### src/rtl/bc_turn_controller.sv
// Bulls & Cows game sequencer: secret entry for both players, alternating guesses,
// distinct-digit entry validation and a serial one-digit-per-cycle bulls/cows scorer.
module bc_turn_controller #(
   parameter bit DECIMAL_ONLY = 1'b0
) (
   input  logic        clock,
   input  logic        reset,
   input  logic        confirma,
   input  logic [15:0] SW,
   output logic [2:0]  phase,
   output logic        player,
   output logic [2:0]  bulls,
   output logic [2:0]  cows,
   output logic        result_valid,
   output logic        reject,
   output logic        win,
   output logic        winner
);

   typedef enum logic [2:0] {
      P1SETUP = 3'd0,
      P2SETUP = 3'd1,
      GUESS   = 3'd2,
      CHECK   = 3'd3,
      SCORE   = 3'd4,
      RESULT  = 3'd5,
      WIN     = 3'd6
   } state_t;

   state_t      state, origin;
   logic [15:0] cand, secret1, secret2, guess;
   logic [1:0]  idx;
   logic [15:0] target;
   logic [3:0]  guess_digit;
   logic        is_bull, is_cow, cand_ok;

   // Digit 0 is the most significant nibble, matching the switch layout.
   function automatic logic [3:0] digit(input logic [15:0] v, input logic [1:0] i);
      case (i)
         2'd0:    return v[15:12];
         2'd1:    return v[11:8];
         2'd2:    return v[7:4];
         default: return v[3:0];
      endcase
   endfunction

   function automatic logic entry_ok(input logic [15:0] v);
      logic ok;
      ok = 1'b1;
      for (int a = 0; a < 4; a++) begin
         if (DECIMAL_ONLY && (digit(v, 2'(a)) > 4'd9)) ok = 1'b0;
         for (int b = a + 1; b < 4; b++)
            if (digit(v, 2'(a)) == digit(v, 2'(b))) ok = 1'b0;
      end
      return ok;
   endfunction

   // NOTE: every signal gets an unconditional assignment before any conditional one,
   // so no path leaves a value held and no latch is inferred.
   always_comb begin
      cand_ok     = entry_ok(cand);
      target      = player ? secret1 : secret2;
      guess_digit = digit(guess, idx);
      is_bull     = (guess_digit == digit(target, idx));
      is_cow      = 1'b0;
      for (int j = 0; j < 4; j++)
         if ((2'(j) != idx) && (guess_digit == digit(target, 2'(j)))) is_cow = 1'b1;
   end

   // NOTE: state registers use non-blocking assignments so all flops update together
   // from values sampled before the edge, independent of statement order.
   always_ff @(posedge clock) begin
      if (reset) begin
         state        <= P1SETUP;
         origin       <= P1SETUP;
         cand         <= '0;
         secret1      <= '0;
         secret2      <= '0;
         guess        <= '0;
         idx          <= '0;
         player       <= 1'b0;
         bulls        <= '0;
         cows         <= '0;
         result_valid <= 1'b0;
         reject       <= 1'b0;
         win          <= 1'b0;
         winner       <= 1'b0;
      end else begin
         reject <= 1'b0;
         case (state)
            P1SETUP, P2SETUP, GUESS: begin
               if (confirma) begin
                  cand   <= SW;
                  origin <= state;
                  state  <= CHECK;
               end
            end
            CHECK: begin
               if (!cand_ok) begin
                  state  <= origin;
                  reject <= 1'b1;
                  cand   <= '0;
               end else begin
                  case (origin)
                     P1SETUP: begin
                        secret1 <= cand;
                        state   <= P2SETUP;
                     end
                     P2SETUP: begin
                        secret2 <= cand;
                        player  <= 1'b0;
                        state   <= GUESS;
                     end
                     default: begin
                        guess <= cand;
                        idx   <= '0;
                        bulls <= '0;
                        cows  <= '0;
                        state <= SCORE;
                     end
                  endcase
               end
            end
            SCORE: begin
               if (is_bull)     bulls <= bulls + 3'd1;
               else if (is_cow) cows  <= cows + 3'd1;
               idx <= idx + 2'd1;
               if (idx == 2'd3) begin
                  state        <= RESULT;
                  result_valid <= 1'b1;
               end
            end
            RESULT: begin
               if (confirma) begin
                  result_valid <= 1'b0;
                  if (bulls == 3'd4) begin
                     winner <= player;
                     win    <= 1'b1;
                     state  <= WIN;
                  end else begin
                     player <= ~player;
                     state  <= GUESS;
                  end
               end
            end
            WIN: begin
               if (confirma) begin
                  secret1 <= '0;
                  secret2 <= '0;
                  player  <= 1'b0;
                  win     <= 1'b0;
                  bulls   <= '0;
                  cows    <= '0;
                  state   <= P1SETUP;
               end
            end
            default: state <= P1SETUP;
         endcase
      end
   end

   assign phase = state;

endmodule

### config.mk
export PLATFORM = sky130hd
export DESIGN_NAME = bc_turn_controller
export DESIGN_NICKNAME = d
export VERILOG_FILES = /design/src/rtl/bc_turn_controller.sv
export SDC_FILE = /design/constraint.sdc
export NUM_CORES = 1
export LEC_CHECK = 0
export BUFFER_PORTS_ARGS = -buffer_cell sky130_fd_sc_hd__buf_2
export CORE_ASPECT_RATIO = 0.9
export CORE_MARGIN = 2
export CORE_UTILIZATION = 35
export CTS_CLUSTER_DIAMETER = 200
export DETAILED_ROUTE_END_ITERATION = 8
export PLACE_DENSITY = 0.48
export SKIP_CTS_REPAIR_TIMING = 1
export SKIP_LAST_GASP = 1
export SLEW_MARGIN = 20
export SYNTH_ARGS = -nofsm -noshare
export SYNTH_HDL_FRONTEND = slang
export SYNTH_SLANG_ARGS = --single-unit
### constraint.sdc
create_clock -name clock -period 7.5 [get_ports clock]
set_input_delay 1.5 -clock clock [delete_from_list [all_inputs] [get_ports clock]]
set_output_delay 1.5 -clock clock [all_outputs]
set_load 0.01 [all_outputs]
==> results.toml <==
[min_path]
whs_endpoint = "guess[3]$_SDFFE_PP0P_"
holdPathStages = 2
min_path_type = "flip-flop to flip-flop"
min-delay-start = "guess[3]$_SDFFE_PP0P_"

[layout]
fillers = 1355
final_nets = 566
diodes = 0
layout-drive-gt1-share = 0.127
multi_input_area_sq_um = 2520
areaGrowthSynthToFinish_pct = 9.21
seq_area_sq_um = 1660

[logic_synthesis]
post-synth-top-count-cell = "dfxtp_1"
synth_compound_area_frac = 0.181
synth_flop_cell = "dfxtp_1"
synth_top_area_cell = "dfxtp_1"
synth-edff-count = 0
yosys-top-cells-count = "dfxtp_1, a21oi_1, nand2_1"
yosysWarnings = 0
synth.area.mux_share = 0.0633
synth_nets = 574
synth_seq_cells = 83
syn_inst = 548
synth-simple-area-share = 0.206
synthDistinctLibCells = 51
yosys-top-cells-area = "dfxtp_1, a21oi_1, nand2_1"
avgSynthCellArea_sq_um = 8.15
synth_top_family_by_area = "simple AND/OR/NAND/NOR gates"
synth_area_sq_um = 4470
ys_seq_area_frac = 0.372
async_flop_share = 0
synth_adder_area_share = 0.0196
synth_xor_area_frac = 0.0916
yosysTopAreaCellShare = 0.372

[placement]
gp_congestion = 0.756
dpl.hpwl_um = 8540
io_buffers = 32
dpl_worst_slack_ns = 3.88

[setup_path]
critPathMaxFanout = 20
r2r-end = "bulls[2]$_SDFFE_PP0P_"
cp-end-kind = "flip-flop"
r2r-start = "player$_SDFFE_PP0P_"
r2r_setup_slack_ns = 3.80
required_ns = 7.77
path_class = "flip-flop to flip-flop"
rr_worst_depth = 7
critPathLaunchType = "flip-flop"
worstPathArrival_ns = 3.97

[timing]
fin_skew_ns = 0.00840
rsz0062_at_grt = "no"
clock.fmax_mhz = 271
setup_tns_ns = 0
hold_viol_final = 0
final_max_slew_viol_count = 0
worstMarginPinSlew_ns = 1.07
setup_viol = 0
relSlewSlack = 0.287
period_share = 0.493
timing.final.ws_setup_ns = 3.80
fin_crit_ns = 3.70

[die]
die_w_um = 123
die-area_sq_um = 13700
die_h_um = 111
core-area_sq_um = 12600
initial_core_util = 0.355
num_io_pins = 33
std_cell_rows = 39

[power_and_ir_drop]
sequentialPowerShare = 0.494
p_switching_mw = 0.249
p_leak_nw = 1.69
combPwrFrac = 0.076
p_clk_frac = 0.430
peakVddDrop_mv = 0.102
swShare = 0.263
p_int_mw = 0.697
pwr_density_cell_nw_per_um2 = 194

[global_routing]
grt_max_degree = 83
antenna_found_initial = 0
grt_usage = 0.191
grt-ovfl-total = 0
grt_pass1_vias = 3622
grt_pass1_wl_um = 20000

[cts]
clockRootBuffer = "clkbuf_16"
cts_made_buffers = 9
clk_pin_slew_worst_paths_ns = 0.06
cts_max_level = 3
cts_tree = "done"
clock-sinks = 83
insertion_delay_ns = 0.35
clockBufferDepth = 2

[status]
outcome = "completed"

[route]
num_vias = 3853
finalWirelength_um = 12600
drc = 0
postRouteAntennaNets = 0
viasPerCell = 5.43
wl_per_cell_um = 17.8
drt_iter0_drc = 306
firstDrtPassIters = 7

[job]
max-cap-violations = 0
## final cells by class
| type | instances | share of cell area |
|---|---|---|
| clock buffer | 11 | 0.0477 |
| multi-input combinational | 398 | 0.516 |
| clock inverter | 5 | 0.00615 |
| timing repair buffer | 35 | 0.0374 |
| inverter | 13 | 0.0100 |
| sequential | 83 | 0.341 |
| tap | 164 | 0.0421 |
## how the worst max path moves through the flow
stage                        startpoint                endpoint  cells past startpoint
global route        player$_SDFFE_PP0P_   bulls[2]$_SDFFE_PP0P_                      7
detailed placement  player$_SDFFE_PP0P_   bulls[2]$_SDFFE_PP0P_                      7
global placement    player$_SDFFE_PP0P_   bulls[2]$_SDFFE_PP0P_                      7
finish              player$_SDFFE_PP0P_   bulls[2]$_SDFFE_PP0P_                      7
CTS                 player$_SDFFE_PP0P_   bulls[2]$_SDFFE_PP0P_                      7
floorplan                      confirma  origin[0]$_SDFFE_PP0P_                      8
## power by group through the flow
| stage | Clock [mW] | Combinational [mW] | Sequential, mW |
|---|---|---|---|
| 6_report | 0.407 | 0.0723 | 0.468 |
| 5_1_grt | 0.439 | 0.0804 | 0.469 |
| 4_1_cts | 0.418 | 0.0725 | 0.467 |
| 3_5_place_dp | 0 | 0.0722 | 0.477 |
| 3_3_place_gp | 0 | 0.0719 | 0.477 |
| 2_1_floorplan | 0 | 0.0669 | 0.461 |
## critical path, cell delays in order (launching register included)
cell and delay [ns]:
dfxtp_1 1.03, mux2_2 0.45, a222oi_1 0.42, xor2_1 0.13, o31ai_1 0.69, nand3_2 0.24
or4_1 0.51, a21oi_1 0.15
## state kept, by name, summed over array words and instances (netlist names)
signal	count
guess	16
player	1
secret2	16
idx	2
result_valid	1
cows	3
origin	3
win	1
bulls	3
phase	3
reject	1
secret1	16
winner	1
cand	16
## cells in the final DEF (no fill, tap or decap), drive strengths merged, types with 3 or more instances in the layout
cell type  instances
dfxtp             83
or3                3
buf               35
nor2              14
a21oi             79
xor2              18
nand3             46
a222oi             7
ha                 7
inv               12
nor4b              3
mux2              12
mux2i             14
o211ai             3
a31oi              4
nor2b              4
o21ai             23
clkinv             4
nand4             18
a41oi              4
nand2             64
nand2b            18
clkbuf            11
xnor2             27
nor4               4
nor3               4
## per-stage QoR
stage	area (sq um)	std cells	utilization	hold WS [ns]	total power, mW
6_report	4880	709	0.388	0.455	0.946
2_1_floorplan	4470	548	-	0.436	0.528
3_5_place_dp	4610	693	0.366	0.450	0.549
4_1_cts	4870	709	0.387	0.458	0.958
3_3_place_gp	4610	693	0.366	0.444	0.549
5_1_grt	4880	709	0.388	0.478	0.988
## cell families after synthesis
kind of cell | Yosys count
buffers and inverters | 67
multiplexers | 26
AO/OA/AOI/OAI | 135
flip-flops | 83
AND/OR/NAND/NOR | 185
XOR/XNOR | 45
adder cells (fa/ha/maj) | 7
## routing by layer
| layer | vias to the layer above | global-route usage | wire length [um] |
|---|---|---|---|
| li1 | 1910 | - | - |
| met3 | 15 | 0.0509 | 607 |
| met2 | 93 | 0.269 | 5400 |
| met4 | 0 | 0.0674 | 227 |
| met5 | - | 0 | 0 |
| met1 | 1835 | 0.278 | 6370 |
Power figures use the tool's default switching activity.
